`src/rtl/conv_tap_if.sv`:
```
// Tap-descriptor bus between the convolution tap scheduler and the PE array / buffers.
// The scheduler drives the descriptor (master); the consumer returns tap_ready_i (slave).
interface conv_tap_if #(
  parameter int unsigned K_R   = 3,
  parameter int unsigned K_S   = 3,
  parameter int unsigned DIM_W = 7
);
  localparam int unsigned AW = $clog2(K_R * K_S) + 1;
  localparam int unsigned RW = $clog2(K_R) + 1;
  localparam int unsigned SW = $clog2(K_S) + 1;

  logic             tap_valid_o;
  logic             tap_ready_i;
  logic [AW-1:0]    w_addr_o;
  logic [RW-1:0]    kr_o;
  logic [SW-1:0]    ks_o;
  logic [DIM_W-1:0] oy_o;
  logic [DIM_W-1:0] ox_o;
  logic             last_tap_o;
  logic             last_pix_o;

  modport master (
    output tap_valid_o, w_addr_o, kr_o, ks_o, oy_o, ox_o, last_tap_o, last_pix_o,
    input  tap_ready_i
  );

  modport slave (
    input  tap_valid_o, w_addr_o, kr_o, ks_o, oy_o, ox_o, last_tap_o, last_pix_o,
    output tap_ready_i
  );
endinterface

```
`src/rtl/conv_tap_scheduler.sv`:
```
// Convolution tap scheduler: walks ks, kr, ox, oy (fastest first) over an
// out_h x out_w output map, issuing one tap descriptor per handshake.
// Optional feature macro: CONV_TAP_SCHED_STALL_CNT_EN adds stall_cnt_o, a
// saturating count of RUN cycles where the descriptor was offered but not taken.
module conv_tap_scheduler #(
  parameter int unsigned K_R   = 3,
  parameter int unsigned K_S   = 3,
  parameter int unsigned DIM_W = 7
) (
  input  logic             clk_i,
  input  logic             rst_async_n_i,
  input  logic             start_i,
  input  logic             abort_i,
  input  logic [DIM_W-1:0] out_h_i,
  input  logic [DIM_W-1:0] out_w_i,
  conv_tap_if.master       tap_bus,
  output logic             busy_o,
  output logic             done_o
`ifdef CONV_TAP_SCHED_STALL_CNT_EN
  ,
  output logic [31:0]      stall_cnt_o
`endif
);
  localparam int unsigned AW = $clog2(K_R * K_S) + 1;
  localparam int unsigned RW = $clog2(K_R) + 1;
  localparam int unsigned SW = $clog2(K_S) + 1;

  typedef enum logic [1:0] {
    ST_IDLE = 2'd0,
    ST_RUN  = 2'd1,
    ST_DONE = 2'd2
  } state_t;

  state_t           r_state;
  state_t           w_state_nxt;
  logic [RW-1:0]    r_kr;
  logic [SW-1:0]    r_ks;
  logic [DIM_W-1:0] r_oy;
  logic [DIM_W-1:0] r_ox;
  logic [DIM_W-1:0] r_h;
  logic [DIM_W-1:0] r_w;
  logic [AW-1:0]    r_waddr;

  logic w_run;
  logic w_hs;
  logic w_start_ok;
  logic w_dims_ok;
  logic w_kr_end;
  logic w_ks_end;
  logic w_ox_end;
  logic w_oy_end;
  logic w_last_tap;
  logic w_last_pix;

  // Handshake / boundary decodes from registered state.
  always_comb begin
    w_run      = (r_state == ST_RUN);
    w_hs       = w_run & tap_bus.tap_ready_i;
    w_start_ok = (r_state == ST_IDLE) & start_i & ~abort_i;
    w_dims_ok  = (|out_h_i) & (|out_w_i);
    w_kr_end   = (r_kr == RW'(K_R - 1));
    w_ks_end   = (r_ks == SW'(K_S - 1));
    w_ox_end   = (r_ox == (r_w - DIM_W'(1)));
    w_oy_end   = (r_oy == (r_h - DIM_W'(1)));
    w_last_tap = w_kr_end & w_ks_end;
    w_last_pix = w_last_tap & w_ox_end & w_oy_end;
  end

  // State register.
  always_ff @(posedge clk_i or negedge rst_async_n_i) begin
    if (!rst_async_n_i) begin
      r_state <= ST_IDLE;
    end else begin
      r_state <= w_state_nxt;
    end
  end

  // Next-state logic; abort wins over start and over a same-edge handshake.
  always_comb begin
    w_state_nxt = r_state;
    case (r_state)
      ST_IDLE: begin
        if (start_i && !abort_i) begin
          w_state_nxt = w_dims_ok ? ST_RUN : ST_DONE;
        end
      end
      ST_RUN: begin
        if (abort_i) begin
          w_state_nxt = ST_IDLE;
        end else if (w_hs && w_last_pix) begin
          w_state_nxt = ST_DONE;
        end
      end
      ST_DONE: begin
        w_state_nxt = ST_IDLE;
      end
      default: begin
        w_state_nxt = ST_IDLE;
      end
    endcase
  end

  // Tap / pixel counters, weight address and latched output dimensions.
  always_ff @(posedge clk_i or negedge rst_async_n_i) begin
    if (!rst_async_n_i) begin
      r_kr    <= '0;
      r_ks    <= '0;
      r_oy    <= '0;
      r_ox    <= '0;
      r_h     <= '0;
      r_w     <= '0;
      r_waddr <= '0;
    end else if (abort_i) begin
      r_kr    <= '0;
      r_ks    <= '0;
      r_oy    <= '0;
      r_ox    <= '0;
      r_waddr <= '0;
    end else if (w_start_ok) begin
      r_kr    <= '0;
      r_ks    <= '0;
      r_oy    <= '0;
      r_ox    <= '0;
      r_waddr <= '0;
      r_h     <= out_h_i;
      r_w     <= out_w_i;
    end else if (w_hs) begin
      if (w_last_tap) begin
        r_kr    <= '0;
        r_ks    <= '0;
        r_waddr <= '0;
        if (w_ox_end) begin
          r_ox <= '0;
          r_oy <= w_oy_end ? '0 : r_oy + DIM_W'(1);
        end else begin
          r_ox <= r_ox + DIM_W'(1);
        end
      end else begin
        r_waddr <= r_waddr + AW'(1);
        if (w_ks_end) begin
          r_ks <= '0;
          r_kr <= r_kr + RW'(1);
        end else begin
          r_ks <= r_ks + SW'(1);
        end
      end
    end
  end

`ifdef CONV_TAP_SCHED_STALL_CNT_EN
  logic [31:0] r_stall_cnt;

  // Saturating count of offered-but-not-accepted descriptor cycles.
  always_ff @(posedge clk_i or negedge rst_async_n_i) begin
    if (!rst_async_n_i) begin
      r_stall_cnt <= '0;
    end else if (w_start_ok) begin
      r_stall_cnt <= '0;
    end else if (w_run && !tap_bus.tap_ready_i && (r_stall_cnt != '1)) begin
      r_stall_cnt <= r_stall_cnt + 32'd1;
    end
  end

  assign stall_cnt_o = r_stall_cnt;
`endif

  // Output decodes; last flags are gated so they read 0 outside RUN.
  assign tap_bus.tap_valid_o = w_run;
  assign tap_bus.w_addr_o    = r_waddr;
  assign tap_bus.kr_o        = r_kr;
  assign tap_bus.ks_o        = r_ks;
  assign tap_bus.oy_o        = r_oy;
  assign tap_bus.ox_o        = r_ox;
  assign tap_bus.last_tap_o  = w_run & w_last_tap;
  assign tap_bus.last_pix_o  = w_run & w_last_pix;
  assign busy_o              = (r_state != ST_IDLE);
  assign done_o              = (r_state == ST_DONE);
endmodule

```
`src/flat_wrapper.sv`:
```
// flat-port wrapper written by rule: the top's interface ports become plain ports
module conv_tap_scheduler_flat 
#(
  parameter int unsigned K_R   = 3,
  parameter int unsigned K_S   = 3,
  parameter int unsigned DIM_W = 7
)
  (clk_i, rst_async_n_i, start_i, abort_i, out_h_i, out_w_i, busy_o, done_o, tap_bus_tap_valid_o, tap_bus_w_addr_o, tap_bus_kr_o, tap_bus_ks_o, tap_bus_oy_o, tap_bus_ox_o, tap_bus_last_tap_o, tap_bus_last_pix_o, tap_bus_tap_ready_i);
  conv_tap_if #(.K_R(K_R), .K_S(K_S), .DIM_W(DIM_W)) tap_bus_i ();
  input  logic clk_i;
  input  logic rst_async_n_i;
  input  logic start_i;
  input  logic abort_i;
  input  logic [DIM_W-1:0] out_h_i;
  input  logic [DIM_W-1:0] out_w_i;
  output logic busy_o;
  output logic done_o;
  output wire logic [$bits(tap_bus_i.tap_valid_o)-1:0] tap_bus_tap_valid_o;
  output wire logic [$bits(tap_bus_i.w_addr_o)-1:0] tap_bus_w_addr_o;
  output wire logic [$bits(tap_bus_i.kr_o)-1:0] tap_bus_kr_o;
  output wire logic [$bits(tap_bus_i.ks_o)-1:0] tap_bus_ks_o;
  output wire logic [$bits(tap_bus_i.oy_o)-1:0] tap_bus_oy_o;
  output wire logic [$bits(tap_bus_i.ox_o)-1:0] tap_bus_ox_o;
  output wire logic [$bits(tap_bus_i.last_tap_o)-1:0] tap_bus_last_tap_o;
  output wire logic [$bits(tap_bus_i.last_pix_o)-1:0] tap_bus_last_pix_o;
  input wire logic [$bits(tap_bus_i.tap_ready_i)-1:0] tap_bus_tap_ready_i;
  assign tap_bus_tap_valid_o = tap_bus_i.tap_valid_o;
  assign tap_bus_w_addr_o = tap_bus_i.w_addr_o;
  assign tap_bus_kr_o = tap_bus_i.kr_o;
  assign tap_bus_ks_o = tap_bus_i.ks_o;
  assign tap_bus_oy_o = tap_bus_i.oy_o;
  assign tap_bus_ox_o = tap_bus_i.ox_o;
  assign tap_bus_last_tap_o = tap_bus_i.last_tap_o;
  assign tap_bus_last_pix_o = tap_bus_i.last_pix_o;
  assign tap_bus_i.tap_ready_i = tap_bus_tap_ready_i;
  conv_tap_scheduler #(.K_R(K_R), .K_S(K_S), .DIM_W(DIM_W)) u_core (.clk_i(clk_i), .rst_async_n_i(rst_async_n_i), .start_i(start_i), .abort_i(abort_i), .out_h_i(out_h_i), .out_w_i(out_w_i), .tap_bus(tap_bus_i), .busy_o(busy_o), .done_o(done_o));
endmodule
```
`config.mk`:
```
export PLATFORM = sky130hd
export DESIGN_NAME = conv_tap_scheduler_flat
export DESIGN_NICKNAME = d
export VERILOG_FILES = /design/src/rtl/conv_tap_if.sv /design/src/rtl/conv_tap_scheduler.sv /design/src/flat_wrapper.sv
export SDC_FILE = /design/constraint.sdc
export NUM_CORES = 1
export LEC_CHECK = 0
export ABC_AREA = 1
export ABC_CLOCK_PERIOD_IN_PS = 2500
export CAP_MARGIN = 20
export CORE_MARGIN = 2
export CORE_UTILIZATION = 53
export DETAILED_ROUTE_END_ITERATION = 8
export PLACE_DENSITY = 0.89
export SLEW_MARGIN = 10
export SYNTH_ARGS = -nofsm -noshare
export SYNTH_HDL_FRONTEND = slang
export SYNTH_SLANG_ARGS = --single-unit
```
`constraint.sdc`:
```
create_clock -name clk_i -period 2.5 [get_ports clk_i]
set_input_delay 0.75 -clock clk_i [delete_from_list [all_inputs] [get_ports clk_i]]
set_output_delay 0.75 -clock clk_i [all_outputs]
set_load 0.05 [all_outputs]
```
==> flow_summary.yaml <==
synthesis:
  syn_inst: 362
  synth_warnings: 0
  syn-num-nets: 388
  synthFlopType: "dfrtp_1"
  synth-seq-cells: 41
  synth.distinct_cells: 36
  avgSynthCellArea_um2: 7.32
  synth-async-reset-ratio: 1.00
  netlist_area_um2: 2650
  synth_edf_count: 0
  yosysSeqAreaShare: 0.387
layout:
  fin_area_um2: 3580
  antenna_cells: 0
  drive_gt1_frac: 0.181
  area_delta_synth_final_pct: 35.2
  utilization: 0.749
  final_net_count: 462
power:
  p_switching_mw: 1.00
  pwr-share-clk: 0.213
  p_seq_frac: 0.357
  p_comb_frac: 0.430
  peakVddDrop_v: 0.000482
  p_sw_frac: 0.401
  p_int_mw: 1.50
  power_density_nw_per_um2: 698
  power.leakage_nw: 1.72
sta:
  finalCritPeriodShare: 1.16
  tightest_slew_ns: 0.506
  fin_crit_ns: 2.90
  rsz0062_at_grt: "yes"
  final.setup.tns_ns: -0.400
  fin_ws_ns: -0.400
  maxSlewHeadroom: 0.662
  max_freq_mhz: 345
  finalSetupViolations: 1
  fin_skew_ns: 0.0112
  drv_slew: 0
  timing_hold_violations_final: 0
floorplan:
  dieHeight_um: 74.7
  dieArea_um2: 5580
  die_w_um: 74.7
  start_util: 0.554
  coreArea_um2: 4790
  std_cell_rows: 25
  ios: 49
route:
  drt_iter0_drc: 175
  drc: 0
  post_drt_wl_per_cell_um: 13.7
  vias_per_cell: 5.25
  wl_um: 6890
  dr.pass1.iters: 5
  drtAntennaViolNets: 0
  vias: 2646
outcome:
  violations: "setup timing"
  outcome: "complete, but fails checks"
clock_tree:
  clk_pin_slew_worst_paths_ns: 0.08
  insertion_delay_ns: 0.30
  cts_tree: "yes"
  cts_max_level: 2
  cts_buffers: 5
  cts.sinks: 41
  clk_root_buffer_cell: "clkbuf_8"
  cts.path.max_buffers: 2
setup_path:
  worstReg2RegEnd: "u_core.r_state[1]"
  crit-reg2reg-launch: "u_core.r_h[1]"
  startpoint_type: "flip-flop"
  slowest_delay_ns: 0.39
  cp_max_fo: 5
  cp.required_ns: 1.75
  cp.arrival_ns: 2.15
  crit_path_top_delay_cell: "dfrtp_1"
  cp_num_buf_inv: 4
  reg2reg_slack_ns: 0.26
  path_class: "flip-flop to output port"
  worstPathCellList: "inv_2 > ha_4 > nand3_1 > nand2_1 > inv_1 > nor2_2 > inv_1 > nor2_1 > nand2_2 > nor4_4 > buf_12"
  cp_common_cell: "inv_1"
  critical_path.top_delay_family: "simple AND/OR/NAND/NOR gates"
  r2r_cells: 18
  endpoint_kind: "output port"
placement:
  io_buffers: 48
  dp_hpwl_um: 4870
  dpl_cell_area_um2: 3380
  place.gp.congestion: 0.913
global_route:
  antenna_found_initial: 0
  grt_max_degree: 42
  grt_pass1_wl_um: 11600
  track_usage: 0.269
  grt_pass1_vias: 2574
  grt-ovfl-total: 0
run:
  maxCapViolCount: 0
hold_path:
  hp-class: "input port to asynchronous set/reset pin"
[metrics by stage]
| stage | power [mW] | hold WS, ns | std cells | worst slack, ns |
|---|---|---|---|---|
| floorplan | 1.54 | 0.454 | 362 | -0.102 |
| global placement | 1.82 | 0.493 | 486 | 0.0404 |
| detailed placement | 1.85 | 0.501 | 486 | -0.0771 |
| CTS | 2.48 | 0.421 | 504 | -0.303 |
| global route | 2.65 | 0.427 | 504 | -0.518 |
| finish | 2.50 | 0.403 | 504 | -0.400 |
[flip-flops by register name, indices dropped and copies added (netlist names)]
name / count
u_core.r_h: 7
u_core.tap_bus.oy_o: 7
u_core.tap_bus.ox_o: 7
u_core.tap_bus.kr_o: 3
u_core.r_w: 7
u_core.tap_bus.w_addr_o: 5
u_core.tap_bus.ks_o: 3
u_core.r_state: 2
[routing by layer]
metal | track usage | wire length [um] | vias up | part of all wire
li1 | - | - | 1302 | -
met1 | 0.353 | 3030 | 1218 | 0.44
met2 | 0.463 | 3350 | 121 | 0.49
met3 | 0.0469 | 467 | 5 | 0.068
met4 | 0.0714 | 42 | 0 | 0.0061
met5 | 0 | 0 | - | 0
[layout make-up]
cell class	instances	area [um^2]
multi-input combinational	260	1450
tap	67	83.8
timing repair buffer	72	698
clock buffer	6	72.6
sequential	41	1040
clock inverter	2	35.0
fill	349	1200
inverter	56	213
[worst max path at each step]
stage	startpoint	slack, ns	to	cells after the start
finish	u_core.r_h[1]	-0.40	tap_bus_last_pix_o	11
CTS	u_core.r_h[1]	-0.30	tap_bus_last_pix_o	13
global route	u_core.r_h[2]	-0.52	tap_bus_last_pix_o	10
floorplan	u_core.r_w[0]	-0.10	tap_bus_last_pix_o	11
detailed placement	u_core.r_w[1]	-0.08	tap_bus_last_pix_o	12
global placement	u_core.r_w[1]	0.04	tap_bus_last_pix_o	12
[cells by family after synthesis]
logic type | after synthesis | share of synthesized area
buffers and inverters | 61 | 0.0916
flip-flops | 41 | 0.387
AND/OR/NAND/NOR | 195 | 0.340
AO/OA/AOI/OAI | 40 | 0.0892
adder cells (fa/ha/maj) | 7 | 0.0330
XOR/XNOR | 18 | 0.0595
[placed cells by master (no fill, tap or decap), types with 3 or more instances in the layout]
cell / Yosys / final
o21a_1: 3 / 3
clkdlybuf4s50_1: 0 / 44
a21oi_1: 15 / 15
nand3_2: 2 / 3
dfrtp_2: 0 / 8
nor2_2: 3 / 8
xor2_1: 12 / 12
inv_1: 52 / 47
xnor2_1: 6 / 6
inv_2: 3 / 8
nand2_1: 89 / 87
nand2_2: 3 / 5
nand3_1: 27 / 26
nand4_1: 9 / 9
clkbuf_8: 0 / 5
o21ai_1: 5 / 5
buf_12: 0 / 4
ha_1: 7 / 5
o21ai_0: 12 / 12
nor3_1: 9 / 9
buf_4: 1 / 23
nor2_1: 41 / 36
dfrtp_1: 41 / 33
[power by group through the flow]
| stage | logic [mW] | registers, mW | clock network, mW |
|---|---|---|---|
| after floorplan | 0.516 | 1.02 | 0 |
| after global placement | 0.921 | 0.894 | 0 |
| after detailed placement | 0.950 | 0.897 | 0 |
| after CTS | 1.05 | 0.889 | 0.533 |
| after global routing | 1.18 | 0.907 | 0.561 |
| final | 1.07 | 0.893 | 0.533 |
[synthesized netlist by cell type (2+ instances only)]
cell / number / area share
nor2_2: 3 / 0.0071
xor2_1: 12 / 0.040
xnor2_1: 6 / 0.020
nand4_1: 9 / 0.021
nand3_1: 27 / 0.051
o21ai_1: 5 / 0.0094
a21oi_1: 15 / 0.028
inv_2: 3 / 0.0042
o21ai_0: 12 / 0.023
dfrtp_1: 41 / 0.39
nand2_1: 89 / 0.13
clkbuf_1: 3 / 0.0042
nor2_4: 2 / 0.0085
nand3_2: 2 / 0.0076
o21a_1: 3 / 0.0085
nor2_1: 41 / 0.058
inv_1: 52 / 0.074
nand2_2: 3 / 0.0071
ha_1: 7 / 0.033
nor3_1: 9 / 0.017
nor4_1: 3 / 0.0071
[timing repair]
action                     4_1_cts  5_1_grt
gates resized for setup         10        0
pin swaps                        5        0
hold buffers                     0        0
hold endpoints to repair         0        0
buffers inserted                10        0
setup endpoints to repair        1        1
(Power assumes the default switching activity.)
